## src/rtl/adder9_sched.sv

```systemverilog
// adder9_sched: three-requester round-robin scheduler time-multiplexing one 9-bit adder
module adder9_sched (
  input  logic       MasterClock,
  input  logic       RESET,
  input  logic       REQ_0,
  input  logic       REQ_1,
  input  logic       REQ_2,
  input  logic [8:0] XA_0,
  input  logic [8:0] XA_1,
  input  logic [8:0] XA_2,
  input  logic [8:0] YA_0,
  input  logic [8:0] YA_1,
  input  logic [8:0] YA_2,
  input  logic       HOLD,
  output logic       ACK_0,
  output logic       ACK_1,
  output logic       ACK_2,
  output logic [8:0] Z,
  output logic       ZV,
  output logic [1:0] ZSEL
);
  logic [2:0] ack, elig;
  logic [1:0] last, n1, n2, gnt;
  logic       gnt_v;
  logic [8:0] xs, ys, sum;
  always_comb begin
    elig  = {REQ_2, REQ_1, REQ_0} & ~ack;
    n1    = (last == 2'd2) ? 2'd0 : last + 2'd1;
    n2    = (n1 == 2'd2) ? 2'd0 : n1 + 2'd1;
    gnt   = elig[n1] ? n1 : elig[n2] ? n2 : last;
    gnt_v = !HOLD && |elig;
    xs    = (gnt == 2'd0) ? XA_0 : (gnt == 2'd1) ? XA_1 : XA_2;
    ys    = (gnt == 2'd0) ? YA_0 : (gnt == 2'd1) ? YA_1 : YA_2;
    sum   = xs + ys;
  end
  always_ff @(posedge MasterClock) begin
    if (RESET) begin
      ack  <= 3'b000;
      Z    <= 9'd0;
      ZSEL <= 2'd0;
      last <= 2'd2;
    end else if (gnt_v) begin
      ack  <= 3'b001 << gnt;
      Z    <= sum;
      ZSEL <= gnt;
      last <= gnt;
    end else begin
      ack  <= 3'b000;
    end
  end
  assign ACK_0 = ack[0];
  assign ACK_1 = ack[1];
  assign ACK_2 = ack[2];
  assign ZV    = |ack;
endmodule
```

## config.mk

```make
export PLATFORM = sky130hd
export DESIGN_NAME = adder9_sched
export DESIGN_NICKNAME = d
export VERILOG_FILES = /design/src/rtl/adder9_sched.sv
export SDC_FILE = /design/constraint.sdc
export NUM_CORES = 1
export LEC_CHECK = 0
export BUFFER_PORTS_ARGS = -buffer_cell sky130_fd_sc_hd__clkbuf_2
export CORE_MARGIN = 4
export CORE_UTILIZATION = 47
export CTS_CLUSTER_DIAMETER = 50
export CTS_CLUSTER_SIZE = 14
export DETAILED_ROUTE_END_ITERATION = 10
export PLACE_DENSITY = 0.85
export SLEW_MARGIN = 20
export SYNTH_ARGS = -nofsm -noshare
export SYNTH_HDL_FRONTEND = slang
export SYNTH_SLANG_ARGS = --single-unit
```

## constraint.sdc

```tcl
create_clock -name MasterClock -period 8.3 [get_ports MasterClock]
set_input_delay 1.66 -clock MasterClock [delete_from_list [all_inputs] [get_ports MasterClock]]
set_output_delay 1.66 -clock MasterClock [all_outputs]
set_load 0.03 [all_outputs]
```

==> results of run 1 <==
power by group through the flow:
stage	clock network, W	logic [W]	registers [W]
finish	0.0000403	0.000179	0.0000908
global route	0.0000446	0.000200	0.0000923
CTS	0.0000417	0.000180	0.0000909
detailed placement	0	0.000179	0.0000925
global placement	0	0.000177	0.0000923
floorplan	0	0.000115	0.000111
cell families after synthesis:
group	Yosys count	share of synthesized area [%]
buffers and inverters	16	6.24
flip-flops	15	23.4
adder cells (fa/ha/maj)	9	9.36
XOR/XNOR	5	3.41
AND/OR/NAND/NOR	70	26.4
AO/OA/AOI/OAI	54	31.2
layout make-up:
cell class / count / share of cell area, %
well taps: 30 / 2.25
multi-input cells: 138 / 54.0
repair buffers: 75 / 22.6
inverters: 7 / 1.57
clock buffers: 4 / 1.57
flip-flops and latches: 15 / 18.0
flip-flops by register name, indices dropped and copies added (netlist names):
| signal | count |
|---|---|
| ack | 3 |
| ZSEL | 2 |
| last | 1 |
| Z | 9 |
metrics by stage:
stage,hold WS (ns),power (W),util [%],setup slack (ns)
6_report,0.456,0.000311,65.7,3.71
5_1_grt,0.488,0.000336,65.7,3.44
4_1_cts,0.457,0.000313,65.7,3.73
3_5_place_dp,0.445,0.000272,64.7,3.45
3_3_place_gp,0.443,0.000269,64.7,3.52
2_1_floorplan,0.534,0.000226,-,3.81
critical path: stages:
cell	delay (ns)
clkbuf_2	0.09
nor2b_1	0.15
o21ai_0	0.23
o31ai_1	0.12
buf_4	0.20
a221oi_1	0.29
nor2_1	0.07
ha_1	0.23
fa_1	0.41
a21o_1	0.19
a21oi_1	0.23
o21bai_1	0.11
a2111oi_0	0.37
or3_2	0.21
a311o_1	0.13
o211ai_2	0.07
layer usage:
| metal | wire length, µm | GRT usage, % | vias up |
|---|---|---|---|
| met3 | 290 | 4.75 | 2 |
| met2 | 1840 | 36.7 | 62 |
| met4 | 14 | 3.16 | 0 |
| met5 | 0 | 0 | - |
| met1 | 1390 | 23.5 | 657 |
| li1 | - | - | 759 |
synthesized netlist by cell type, types with 4 or more instances:
cell type / n / area (µm²)
dfxtp_1: 15 / 300
o22ai_1: 7 / 43.8
nand2_1: 14 / 52.6
nor2_1: 33 / 124
a222oi_1: 5 / 50.1
a21oi_1: 14 / 70.1
xnor2_1: 5 / 43.8
nor3_1: 4 / 20.0
inv_1: 7 / 26.3
ha_1: 8 / 100
a221oi_1: 4 / 35.0
clkbuf_1: 5 / 18.8
worst paths after layout:
path,start,end,slack (ns),cells past startpoint
max,REQ_0,Z[8]$_SDFFE_PP0P_,3.71,16
min,Z[6]$_SDFFE_PP0P_,Z[6]$_SDFFE_PP0P_,0.46,2
max reg2reg,last[1]$_SDFFE_PP1P_,Z[8]$_SDFFE_PP0P_,4.71,14
min reg2reg,Z[6]$_SDFFE_PP0P_,Z[6]$_SDFFE_PP0P_,0.46,2
==> flow_summary_export.csv, run 1 <==
group,metric,value,unit
status,status,"complete, no violations",
pwr,p_sw,0.000131,W
clock_tree,cts-root-buf,"clkbuf_4",
clock_tree,clock-sinks,15,
hold_path,hp-class,"reg -> reg",
critical_path,path_class,"in -> reg",
critical_path,crit_fanout,13,
logic_synthesis,synth_warnings,0,
route,drt_iter0_drc,71,
placement,port_buffers,74,
clock_tree,numCtsBuffers,3,
placement,dp.cells,265,
clock_tree,worstSkewPairLatency,0.28,ns
route,firstDrtPassIters,6,
global_route,grt_pass1_vias,1372,
route,wl_per_cell,13.1,µm
pwr,p_int,0.000179,W
floorplan,fp.coreArea,2540,µm²
floorplan,ioPinCount,75,
finish,final_cells,269,
timing,timing_hold_violations_final,0,
global_route,grt_max_degree,16,
clock_tree,tritoncts,"yes",
finish,regArea,300,µm²
finish,drive_gt1_share,37.7,%
timing,max_slew_margin,42.1,%
route,vias,1480,
floorplan,die_h,60.3,µm
global_route,grt_first_pass_wirelength,5590,µm
timing,worstMarginPinSlew,0.869,ns
finish,most-common-layout-cells,"74 x clkbuf_2, 33 x nor2_1, 15 x dfxtp_1, 14 x a21oi_1, 14 x nand2_1",
timing,max_freq,218,MHz
pwr,p_leak,0.848,nW
pwr,p_comb_share,57.8,%
clock_tree,hold_buffers,0,
route,ant_nets,0,
route,routed_wl,3530,µm
finish,multiInputGateArea,903,µm²
logic_synthesis,syn-cell-area,1280,µm²
timing,period_share,55.3,%
floorplan,chipWidth,60.3,µm
pwr,p_sw_share,42.3,%
clock_tree,clkTransAtPathRegs,0.08,ns
timing,setup_violations,0,
clock_tree,cts_setup_buffers,0,
logic_synthesis,synth_area_per_cell,7.60,µm²
floorplan,die_area,3630,µm²
floorplan,num_rows,18,
pwr,power_density,186,nW/µm²
logic_synthesis,synth_edf_count,0,
global_route,track_usage,20.0,%
route,vias_per_cell,5.50,
logic_synthesis,syn-num-nets,238,
finish,syn2layout_area_growth,30.2,%
critical_path,startpoint_type,"input port",
timing,drv_slew,0,
logic_synthesis,synth.distinct_cells,47,
timing,period_needed,4.59,ns
critical_path,worst_ep_required_time,8.47,ns
pwr,clkPwrFrac,13.0,%
global_route,antenna_found_initial,0,
finish,nets,309,
logic_synthesis,async_flop_share,0,%
job,cap_violations,0,
finish,final_common_cell,"clkbuf_2",
finish,fillCellCount,271,
logic_synthesis,synth-seq-cells,15,
logic_synthesis,synth_cells,169,
placement,gp_congestion,0.831,
placement,hpwlAfterDp,2980,µm
floorplan,initial_core_util,50.4,%
clock_tree,htree_levels,1,
timing,grt_setup_unrepaired,"false",
pwr,ir_worst_vdd,0.000174,V
critical_path,critPathCaptureType,"flip-flop",
timing,clock-skew-final,0.00224,ns
pwr,pwr-share-seq,29.3,%
finish,fin_area,1670,µm²
logic_synthesis,yosysSeqAreaShare,23.4,%
logic_synthesis,yosys_most_used_dff,"dfxtp_1",
clock_tree,clockBufferDepth,2,
critical_path,arrival,4.76,ns
clock_tree,ctsResizeCount,0,
finish,diodes,0,
global_route,grt-ovfl-total,0,
placement,placed_area,1650,µm²
route,drc,0,
timing,final.setup.tns,0,ns
No activity file was read; power rests on OpenSTA's default activity.
==> inputs of run 2 (changes only) <==
Settings changed: CORE_UTILIZATION 47 to 39, PLACE_DENSITY 0.85 to 0.76.
Clock period 8.3 ns to 4.03 ns, I/O delays scaled along.
==> flow_summary_export.csv, run 2 (synthesis results as in run 1) <==
group,metric,value,unit
timing,grt_setup_unrepaired,"false",
critical_path,startpoint_type,"input port",
route,met1_length,1470,µm
route,ant_nets,0,
route,drc,0,
route,routed_wl,3650,µm
global_route,grt_max_degree,16,
critical_path,startpoint,"REQ_0",
critical_path,crit_family,"compound AO/OA/AOI/OAI gates",
clock_tree,cts_setup_buffers,0,
critical_path,critPathMaxStageDelay,0.43,ns
critical_path,crit_fanout,5,
hold_path,hp-class,"reg -> reg",
route,vias,1503,
timing,setup_violations,0,
job,cap_violations,0,
floorplan,fp.coreArea,3100,µm²
critical_path,crit_end,"Z[8]$_SDFFE_PP0P_",
floorplan,num_rows,20,
route,wl_per_cell,12.8,µm
route,drt_iter0_drc,94,
placement,gp_congestion,0.854,
placement,dp_slack,-0.00988,ns
floorplan,die_area,4270,µm²
finish,regMostFlops,"Z",
timing,max_freq,266,MHz
route,highest_layer,"met4",
route,wl_met2,1850,µm
clock_tree,numCtsBuffers,3,
global_route,grt_first_pass_wirelength,6000,µm
critical_path,path_class,"in -> reg",
timing,period_share,93.3,%
route,met3_length,305,µm
finish,syn2layout_area_growth,33.6,%
finish,reg_top3,"Z (9), ack (3), ZSEL (2)",
critical_path,crit_buf_inv,2,
clock_tree,cts-root-buf,"clkbuf_4",
clock_tree,ctsResizeCount,0,
clock_tree,tritoncts,"yes",
timing,final.setup.tns,0,ns
floorplan,initial_core_util,41.4,%
route,firstDrtPassIters,4,
finish,largest_reg_flops,9,
pwr,ir_worst_vdd,0.000195,V
clock_tree,worstSkewPairLatency,0.30,ns
global_route,grt-ovfl-total,0,
critical_path,worstPathCellList,"clkbuf_2 -> nor2b_1 -> o21ai_0 -> o31ai_1 -> buf_4 -> a221oi_1 -> nor2_1 -> ha_1 -> fa_1 -> a21o_1 -> a21oi_1 -> o21bai_1 -> a2111oi_0 -> or3_2 -> a311o_1 -> o211ai_2",
finish,diodes,0,
pwr,p_leak,0.861,nW
finish,drive_gt1_share,38.8,%
critical_path,critPathSlowestCell,"a2111oi_0",
timing,worst_slack,0.271,ns
placement,hpwlAfterDp,3070,µm
critical_path,cp.depth,16,
timing,period_needed,3.76,ns
timing,max_slew_margin,40.9,%
critical_path,worst_ep_required_time,4.22,ns
pwr,power_density,384,nW/µm²
finish,nets,312,
clock_tree,clock-sinks,15,
finish,final_common_cell,"clkbuf_2",
global_route,track_usage,17.3,%
route,vias_per_cell,5.26,
critical_path,r2r_cells,13,
clock_tree,clkTransAtPathRegs,0.10,ns
timing,clock-skew-final,0.00425,ns
critical_path,critPathCaptureType,"flip-flop",
finish,final_cells,286,
timing,timing_hold_violations_final,0,
floorplan,ioPinCount,75,
floorplan,die_h,65.4,µm
placement,port_buffers,74,
finish,fin_util,55.3,%
timing,worstMarginPinSlew,0.887,ns
critical_path,reg2reg_to,"Z[8]$_SDFFE_PP0P_",
global_route,grt_pass1_vias,1493,
finish,most-common-layout-cells,"74 x clkbuf_2, 33 x nor2_1, 15 x dfxtp_1, 14 x a21oi_1, 14 x nand2_1",
critical_path,r2r-start,"last[1]$_SDFFE_PP1P_",
timing,drv_slew,0,
clock_tree,hold_buffers,0,
clock_tree,clockBufferDepth,2,
global_route,antenna_found_initial,0,
critical_path,arrival,3.95,ns
critical_path,ff2ff_setup_slack,0.43,ns
clock_tree,htree_levels,1,
floorplan,chipWidth,65.4,µm
placement,dp.cells,282,
timing,timing.hold.ws,0.457,ns
status,status,"complete, no violations",
[run 2: cell count changes in the layout (fill, tap and decap cells not counted), sizes merged]
cell	delta
clkbuf	-1
clkinvlp	+1
buf	+3
[run 2: layout make-up]
type	instances	area, µm²
fill	331	1390
timing repair buffer	78	400
tap	44	55.1
clock inverter	1	7.51
multi-input combinational	138	903
clock buffer	3	22.5
sequential	15	300
inverter	7	26.3
[run 2: routing by layer]
metal	track usage, %	vias to the layer above
met5	0	-
met4	3.63	0
met3	3.93	5
met2	33.5	53
met1	19.0	678
li1	-	767
[run 2: how the worst min path moves through the flow]
| stage | startpoint | slack, ns | cells past startpoint | endpoint |
|---|---|---|---|---|
| after floorplan | ZSEL[0]$_SDFFE_PP0P_ | 0.53 | 2 | ZSEL[0]$_SDFFE_PP0P_ |
| after global placement | Z[6]$_SDFFE_PP0P_ | 0.44 | 2 | Z[6]$_SDFFE_PP0P_ |
| after detailed placement | Z[6]$_SDFFE_PP0P_ | 0.44 | 2 | Z[6]$_SDFFE_PP0P_ |
| after CTS | Z[6]$_SDFFE_PP0P_ | 0.46 | 2 | Z[6]$_SDFFE_PP0P_ |
| after global routing | Z[0]$_SDFFE_PP0P_ | 0.49 | 2 | Z[0]$_SDFFE_PP0P_ |
| final | Z[6]$_SDFFE_PP0P_ | 0.46 | 2 | Z[6]$_SDFFE_PP0P_ |
[run 2: metrics by stage]
step	area, µm²	power (W)
2_1_floorplan	1280	0.000466
3_3_place_gp	1690	0.000565
3_5_place_dp	1690	0.000571
4_1_cts	1720	0.000664
5_1_grt	1720	0.000712
6_report	1720	0.000658
[run 2: where the power goes]
part | total (W) | internal, W | switching (W)
Combinational | 0.000379 | 0.000162 | 0.000217
Clock | 0.0000916 | 0.0000379 | 0.0000537
Sequential | 0.000187 | 0.000171 | 0.0000159
Total | 0.000658 | 0.000372 | 0.000287
[run 2: worst reg2reg max path, stage by stage (launching register included)]
cell and delay (ns):
dfxtp_1 0.44, nor3b_2 0.26, nor3_1 0.09, a21oi_1 0.69, o22ai_1 0.18, nor2_1 0.22
fa_1 0.25, a21o_1 0.12, a21oi_1 0.08, o21bai_1 0.18, a2111oi_0 0.13, or3_2 0.50
a311o_1 0.34, o211ai_2 0.06
==> inputs of run 3 (changes only) <==
Settings changed: GPL_TIMING_DRIVEN set to 0.
==> flow_summary_export.csv, run 3 (synthesis results as in run 1) <==
group,metric,value,unit
status,status,"complete, no violations",
finish,most-common-layout-cells,"75 x clkbuf_2, 33 x nor2_1, 15 x dfxtp_1, 14 x a21oi_1, 14 x nand2_1",
hold_path,hp-class,"reg -> reg",
finish,largest_reg_flops,9,
clock_tree,htree_levels,1,
route,wl_per_cell,12.9,µm
pwr,ir_worst_vdd,0.000224,V
global_route,track_usage,17.5,%
route,ant_nets,0,
pwr,power_density,378,nW/µm²
finish,nets,317,
critical_path,reg2reg_to,"Z[8]$_SDFFE_PP0P_",
timing,setup_violations,0,
timing,worstMarginPinSlew,0.746,ns
finish,fin_util,56.0,%
global_route,grt_first_pass_wirelength,6020,µm
job,cap_violations,0,
route,firstDrtPassIters,6,
timing,period_share,95.1,%
clock_tree,numCtsBuffers,3,
global_route,grt_pass1_vias,1480,
clock_tree,clock-sinks,15,
floorplan,die_h,65.4,µm
finish,fin_area,1740,µm²
global_route,grt-ovfl-total,0,
route,vias,1498,
clock_tree,tritoncts,"yes",
timing,timing.hold.ws,0.457,ns
finish,reg_top3,"Z (9), ack (3), ZSEL (2)",
global_route,grt_max_degree,11,
clock_tree,clkTransAtPathRegs,0.09,ns
critical_path,worst_ep_required_time,4.25,ns
global_route,antenna_found_initial,0,
placement,dp.cells,287,
critical_path,r2r-start,"ack[1]$_SDFF_PP0_",
clock_tree,cts-root-buf,"clkbuf_4",
pwr,p_leak,0.873,nW
timing,drv_slew,0,
finish,diodes,0,
floorplan,die_area,4270,µm²
floorplan,ioPinCount,75,
hold_path,hp-start,"Z[6]$_SDFFE_PP0P_",
critical_path,startpoint_type,"input port",
placement,dp_slack,-0.0965,ns
timing,worst_slack,0.199,ns
placement,gp_congestion,0.790,
route,drt_iter0_drc,93,
critical_path,ff2ff_setup_slack,0.40,ns
critical_path,r2r_cells,15,
critical_path,path_class,"in -> reg",
finish,final_cells,291,
placement,port_buffers,74,
finish,final_common_cell,"clkbuf_2",
placement,hpwlAfterDp,3140,µm
hold_path,hold_depth,2,
timing,max_freq,261,MHz
timing,max_slew_margin,50.0,%
timing,period_needed,3.83,ns
critical_path,critPathCaptureType,"flip-flop",
timing,grt_setup_unrepaired,"false",
route,vias_per_cell,5.15,
floorplan,chipWidth,65.4,µm
floorplan,initial_core_util,41.4,%
finish,fillCellCount,337,
critical_path,arrival,4.05,ns
finish,drive_gt1_share,38.1,%
clock_tree,clockBufferDepth,2,
floorplan,num_rows,20,
placement,placed_area,1710,µm²
clock_tree,worstSkewPairLatency,0.28,ns
finish,regMostFlops,"Z",
floorplan,fp.coreArea,3100,µm²
hold_path,holdPathEnd,"Z[6]$_SDFFE_PP0P_",
critical_path,crit_fanout,10,
timing,timing_hold_violations_final,0,
clock_tree,cts_setup_buffers,0,
route,drc,0,
route,routed_wl,3740,µm
timing,clock-skew-final,0.00331,ns
finish,syn2layout_area_growth,35.3,%
## run 3: through the flow
step                power, W  TNS (ns)
detailed placement  0.000576   -0.0965
global route        0.000710         0
floorplan           0.000466         0
CTS                 0.000662         0
global placement    0.000569   -0.0415
finish              0.000656         0
## run 3: layout make-up
type / instances / area, µm² / share of cell area, %
Multi-Input combinational cell: 138 / 903 / 52.0
Tap cell: 44 / 55.1 / 3.17
Timing Repair Buffer: 74 / 370 / 21.3
Inverter: 7 / 26.3 / 1.51
Clock buffer: 4 / 26.3 / 1.51
Buffer: 9 / 55.1 / 3.17
Sequential cell: 15 / 300 / 17.3
## run 3: power breakdown
part / total, W / internal [W] / switching (W)
Clock: 0.0000838 / 0.0000384 / 0.0000455
Combinational: 0.000386 / 0.000165 / 0.000222
Sequential: 0.000185 / 0.000171 / 0.0000138
Total: 0.000656 / 0.000375 / 0.000281
## run 3: metal layers
metal	wire length [µm]	GRT usage, %
met1	1600	20.1
met3	245	3.42
met2	1900	34.0
met5	0	0
met4	0	1.81
## run 3: worst max-delay path: stages
cell and delay, ns:
clkbuf_2 0.11, nor3b_2 0.20, nor3_1 0.09, a21oi_1 0.29
clkbuf_1 0.44, nor2_1 0.09, nor2_1 0.13, ha_1 0.22
fa_1 0.22, a21o_1 0.13, a21oi_1 0.09, o21bai_1 0.19
a2111oi_0 0.14, or3_2 0.50, a311o_1 0.34, o211ai_2 0.06
## run 3: repair_timing
item,CTS,global route
gates resized for setup,0,2
endpoints found under the setup margin,0,1
hold buffers,0,0
## run 3: worst max path at each step
| stage | start | endpoint | slack, ns | depth (start not counted) |
|---|---|---|---|---|
| after floorplan | REQ_1 | Z[8]$_SDFFE_PP0P_ | 0.40 | 15 |
| after global placement | REQ_2 | Z[8]$_SDFFE_PP0P_ | -0.04 | 16 |
| after detailed placement | REQ_1 | Z[8]$_SDFFE_PP0P_ | -0.1 | 16 |
| after CTS | REQ_1 | Z[8]$_SDFFE_PP0P_ | 0.19 | 16 |
| after global routing | REQ_2 | Z[8]$_SDFFE_PP0P_ | 0.01 | 16 |
| final | REQ_2 | Z[8]$_SDFFE_PP0P_ | 0.20 | 16 |
